==> config.mk <==
export PLATFORM = sky130hd
export DESIGN_NAME = pwm_duty_meter
export DESIGN_NICKNAME = d
export VERILOG_FILES = /design/src/rtl/pwm_duty_meter.sv
export SDC_FILE = /design/constraint.sdc
export NUM_CORES = 1
export LEC_CHECK = 0
export ABC_AREA = 1
export BUFFER_PORTS_ARGS = -buffer_cell sky130_fd_sc_hd__buf_2
export CAP_MARGIN = 15
export CORE_MARGIN = 2
export CORE_UTILIZATION = 45
export CTS_CLUSTER_SIZE = 20
export DETAILED_ROUTE_END_ITERATION = 6
export PLACE_DENSITY_LB_ADDON = 0.1
export SYNTH_ARGS = -nofsm -noshare
export SYNTH_HDL_FRONTEND = slang
export SYNTH_SLANG_ARGS = --single-unit
==> constraint.sdc <==
create_clock -name clk -period 3 [get_ports clk]
set_input_delay 0.15 -clock clk [delete_from_list [all_inputs] [get_ports clk]]
set_output_delay 0.15 -clock clk [all_outputs]
set_load 0.02 [all_outputs]
==> src/rtl/pwm_duty_meter.sv <==
// Measures an incoming pulse train: period, high time and stuck-high/low detection.
// Optional duty-cycle divider is built when PWM_METER_DUTY_EN is defined.
module pwm_duty_meter #(
  parameter int unsigned CNT_W       = 32,
  parameter int unsigned TIMEOUT     = 20_000_000,
  parameter int unsigned SYNC_STAGES = 2
) (
  input  logic             clk,
  input  logic             rst_n,
  input  logic             pwm_in,
  output logic [CNT_W-1:0] period,
  output logic [CNT_W-1:0] high_time,
  output logic             meas_valid,
  output logic [6:0]       duty_pct,
  output logic             duty_valid,
  output logic             busy,
  output logic             stuck_hi,
  output logic             stuck_lo
);

  localparam logic [CNT_W-1:0] P_MAX = CNT_W'(TIMEOUT - 1);

  logic [SYNC_STAGES-1:0] sync_q;
  logic                   sync_d;
  logic                   in_s;
  logic                   rise_c;

  assign in_s   = sync_q[SYNC_STAGES-1];
  assign rise_c = in_s & ~sync_d;

  // Input synchronizer plus one-flop edge detector
  always_ff @(posedge clk) begin
    if (!rst_n) begin
      sync_q <= '0;
      sync_d <= 1'b0;
    end else begin
      sync_q <= {sync_q[SYNC_STAGES-2:0], pwm_in};
      sync_d <= in_s;
    end
  end

  logic [CNT_W-1:0] p_cnt;
  logic [CNT_W-1:0] h_cnt;

  // Cycles since last rise (saturating) and high cycles since last rise
  always_ff @(posedge clk) begin
    if (!rst_n) begin
      p_cnt <= '0;
      h_cnt <= '0;
    end else if (rise_c) begin
      p_cnt <= '0;
      h_cnt <= CNT_W'(1);
    end else begin
      if (p_cnt != P_MAX) p_cnt <= p_cnt + CNT_W'(1);
      if (in_s && (h_cnt != '1)) h_cnt <= h_cnt + CNT_W'(1);
    end
  end

  typedef enum logic {IDLE, ARMED} state_t;
  state_t state;

  always_ff @(posedge clk) begin
    if (!rst_n) begin
      state      <= IDLE;
      period     <= '0;
      high_time  <= '0;
      meas_valid <= 1'b0;
      stuck_hi   <= 1'b0;
      stuck_lo   <= 1'b0;
    end else begin
      meas_valid <= 1'b0;
      case (state)
        IDLE: begin
          if (rise_c) begin
            state    <= ARMED;
            stuck_hi <= 1'b0;
            stuck_lo <= 1'b0;
          end
        end
        ARMED: begin
          if (rise_c) begin
            period     <= p_cnt + CNT_W'(1);
            high_time  <= h_cnt;
            meas_valid <= 1'b1;
          end else if (p_cnt == P_MAX) begin
            state    <= IDLE;
            stuck_hi <= in_s;
            stuck_lo <= ~in_s;
          end
        end
        default: state <= IDLE;
      endcase
    end
  end

`ifdef PWM_METER_DUTY_EN
  localparam int unsigned N_W = CNT_W + 7;
  localparam int unsigned I_W = $clog2(N_W + 1);
  localparam logic [I_W-1:0] I_LAST = I_W'(N_W - 1);

  typedef enum logic {DIV_IDLE, DIV_RUN} div_state_t;
  div_state_t div_state;

  logic [N_W-1:0]   num_q;
  logic [N_W-2:0]   quo_q;
  logic [CNT_W-1:0] den_q;
  logic [CNT_W:0]   rem_q;
  logic [I_W-1:0]   iter_q;

  logic             last_c;
  logic             start_c;
  logic [N_W-1:0]   num_new_c;
  logic [CNT_W+1:0] sh0_c;
  logic             ge0_c;
  logic [CNT_W:0]   rem0_c;
  logic [CNT_W+1:0] sh_c;
  logic             ge_c;
  logic [CNT_W:0]   rem_step_c;
  logic [N_W-1:0]   quo_step_c;

  assign last_c  = (div_state == DIV_RUN) && (iter_q == I_LAST);
  assign start_c = meas_valid && ((div_state == DIV_IDLE) || last_c);

  // First restoring step runs on the capture edge so the result lands N_W cycles later
  assign num_new_c = N_W'(high_time) * N_W'(100);
  assign sh0_c     = {{(CNT_W+1){1'b0}}, num_new_c[N_W-1]};
  assign ge0_c     = sh0_c >= {2'b00, period};
  assign rem0_c    = ge0_c ? (sh0_c[CNT_W:0] - {1'b0, period}) : sh0_c[CNT_W:0];

  assign sh_c       = {rem_q, num_q[N_W-1]};
  assign ge_c       = sh_c >= {2'b00, den_q};
  assign rem_step_c = ge_c ? (sh_c[CNT_W:0] - {1'b0, den_q}) : sh_c[CNT_W:0];
  assign quo_step_c = {quo_q, ge_c};

  always_ff @(posedge clk) begin
    if (!rst_n) begin
      div_state  <= DIV_IDLE;
      num_q      <= '0;
      quo_q      <= '0;
      den_q      <= '0;
      rem_q      <= '0;
      iter_q     <= '0;
      duty_pct   <= '0;
      duty_valid <= 1'b0;
      busy       <= 1'b0;
    end else begin
      duty_valid <= 1'b0;
      if (last_c) begin
        duty_valid <= 1'b1;
        duty_pct   <= (quo_step_c > N_W'(100)) ? 7'd100 : quo_step_c[6:0];
      end
      if (start_c) begin
        div_state <= DIV_RUN;
        busy      <= 1'b1;
        num_q     <= {num_new_c[N_W-2:0], 1'b0};
        den_q     <= period;
        rem_q     <= rem0_c;
        quo_q     <= {{(N_W-2){1'b0}}, ge0_c};
        iter_q    <= I_W'(1);
      end else if (div_state == DIV_RUN) begin
        num_q  <= {num_q[N_W-2:0], 1'b0};
        rem_q  <= rem_step_c;
        quo_q  <= quo_step_c[N_W-2:0];
        iter_q <= iter_q + I_W'(1);
        if (last_c) begin
          div_state <= DIV_IDLE;
          busy      <= 1'b0;
        end
      end
    end
  end
`else
  assign duty_pct   = '0;
  assign duty_valid = 1'b0;
  assign busy       = 1'b0;
`endif

endmodule
==> flow_summary.json <==
{
  "grt_pass1_wl_mm": 25.3,
  "clk_latency_ns": 0.42,
  "rsz0062_at_grt": "false",
  "final_cell_mix": "nand2_1, nor2_1, dfxtp_1, inv_1, buf_2",
  "synth.yosys.seq_area_share": 0.428,
  "drt_iter0_markers": 363,
  "maxSlewHeadroom": 0.494,
  "synth_cell_types": 31,
  "min_period_ns": 2.29,
  "final_cell_area_sq_um": 7300,
  "core-area_sq_um": 13800,
  "synth-seq-cells": 135,
  "die_h_um": 122,
  "dr_total_vias": 5785,
  "finalNetCount": 1001,
  "clockBufferDepth": 2,
  "p_switching_mw": 0.896,
  "grt_max_degree": 87,
  "routed_wl_mm": 15.6,
  "dp.cells": 1156,
  "pin_count": 79,
  "slew_viol_final": 0,
  "hold_path_class": "primary input to register",
  "hold_viol_final": 0,
  "status": "completed",
  "tritoncts": "yes",
  "cts_buffers": 17,
  "worst-slew-pin-transition_ns": 0.758,
  "grt_pass1_vias": 4967,
  "crit_type": "register to register",
  "dieArea_sq_um": 15000,
  "antenna_found_initial": 0,
  "p_leak_nw": 3.05,
  "finClkSkew_ns": 0.00627,
  "max_freq_mhz": 437,
  "drc": 0,
  "synthFlopType": "dfxtp_1",
  "p_int_mw": 3.00,
  "peakVddDrop_mv": 0.440,
  "crit_required_ns": 3.30,
  "port-buffer-count": 69,
  "power_density_nw_per_um2": 534,
  "cts-resized-gates": 0,
  "instances_no_fill": 1189,
  "drive_gt1_frac": 0.121,
  "synth_warnings": 0,
  "grt-ovfl-total": 0,
  "seq_power_share": 0.468,
  "yosysTopAreaCell": "dfxtp_1",
  "dp_hpwl_mm": 11.2,
  "die_w_um": 122,
  "start_util": 0.459,
  "grtUsageTotal": 0.217,
  "yosys-top-cells-area": "dfxtp_1, nand2_1, nor2_1",
  "critPathArrivalTime_ns": 2.59,
  "cts_root_buffer": "clkbuf_16",
  "maxCapViolCount": 0,
  "rows": 43,
  "clk_pin_slew_ns": 0.06,
  "htree_levels": 4,
  "min_period_over_period": 0.763,
  "synth.top_cell.area_share": 0.428,
  "first_pass_iters": 5,
  "start_kind": "register",
  "setup_viol": 0,
  "combPwrFrac": 0.033,
  "async_flop_share": 0,
  "post_synth.cell_area_avg_sq_um": 6.77,
  "num_antenna_cells": 0,
  "pwr-share-clk": 0.499,
  "tns_ns": 0,
  "endpoint_kind": "register",
  "syn2layout_area_growth_pct": 15.6,
  "gp_congestion": 0.931,
  "wl_per_cell_um": 13.1,
  "placed_area_sq_um": 6740,
  "final_common_cell": "nand2_1",
  "syn-instance-count": 933,
  "drt-vias-per-instance": 4.87,
  "swShare": 0.230,
  "cp_max_fo": 31,
  "synth_edf_count": 0,
  "numClockSinks": 135,
  "netlist_area_sq_um": 6320,
  "ant_nets": 0
}
==> state kept, by name (all words and copies together), names as in the netlist <==
register / count
sync_q: 2
period: 32
stuck_hi: 1
high_time: 32
sync_d: 1
stuck_lo: 1
state: 1
p_cnt: 32
meas_valid: 1
h_cnt: 32
==> worst max-delay path, stage by stage, from the launching register on <==
cell     delay (ns)
dfxtp_1        0.41
ha_1           0.25
nand2_1        0.08
nor2_2         0.18
nand2_2        0.11
nor2_4         0.18
nand2_2        0.09
nand2_4        0.22
inv_2          0.29
a21oi_1        0.25
a21oi_1        0.08
==> power by group through the flow <==
stage	clock network, mW	logic (mW)	registers, mW
2_1_floorplan	0	0.0910	1.87
3_3_place_gp	0	0.130	1.86
3_5_place_dp	0	0.131	1.86
4_1_cts	1.99	0.132	1.82
5_1_grt	2.07	0.146	1.83
6_report	1.95	0.130	1.82
==> cells by family after synthesis <==
kind of cell | count (synthesis) | share of synthesized area
other cells | 1 | 0.000594
fa+ha+maj | 2 | 0.00396
compound gates | 134 | 0.110
flops | 135 | 0.428
xor+xnor | 34 | 0.0471
buf+inv | 149 | 0.101
simple gates | 478 | 0.310
==> stage by stage <==
stage	util	power, mW	worst slack [ns]	hold slack (ns)
after detailed placement	0.489	1.99	0.752	0.334
after floorplan	-	1.97	1.37	0.248
after global placement	0.489	1.99	0.711	0.333
after CTS	0.530	3.95	0.735	0.194
after global routing	0.530	4.04	0.540	0.234
final	0.530	3.90	0.712	0.215
==> Yosys cell counts (5+ instances only) <==
| cell | n |
|---|---|
| nand3_1 | 37 |
| clkbuf_1 | 13 |
| o21ai_0 | 53 |
| inv_1 | 104 |
| dfxtp_1 | 135 |
| nor2_2 | 7 |
| a21oi_1 | 68 |
| nand4_1 | 11 |
| buf_4 | 15 |
| nor2_1 | 179 |
| buf_2 | 10 |
| nor3_1 | 15 |
| xor2_1 | 29 |
| o211ai_1 | 8 |
| nand2_1 | 217 |
| xnor2_1 | 5 |
==> final timing paths <==
check	startpoint	end	slack, ns	depth (start not counted)
worst max-delay path	h_cnt[0]	h_cnt[0]	0.71	10
worst min-delay path	rst_n	h_cnt[8]	0.22	5
worst max register to register	h_cnt[0]	h_cnt[0]	0.71	10
worst min register to register	sync_q[0]	sync_q[1]	0.43	2
==> per-layer routing <==
metal / track usage / up-vias / wire (um)
met3: 0.0511 / 23 / 788
li1: - / 3033 / -
met1: 0.328 / 2586 / 8320
met5: 0 / - / 0
met2: 0.294 / 143 / 6250
met4: 0.0819 / 0 / 260
==> what timing repair did <==
| action | CTS | global route |
|---|---|---|
| hold endpoints to repair | 1 | 0 |
| hold buffers | 1 | 0 |
| buffers inserted | 0 | 0 |
==> final cells by class <==
class / count / area [sq um]
Tap cell: 180 / 225
Sequential cell: 135 / 2700
Timing Repair Buffer: 76 / 400
Clock buffer: 21 / 450
Clock inverter: 11 / 103
Multi-Input combinational cell: 657 / 3010
Fill cell: 1441 / 6470
Inverter: 109 / 409
(Power assumes the default switching activity.)
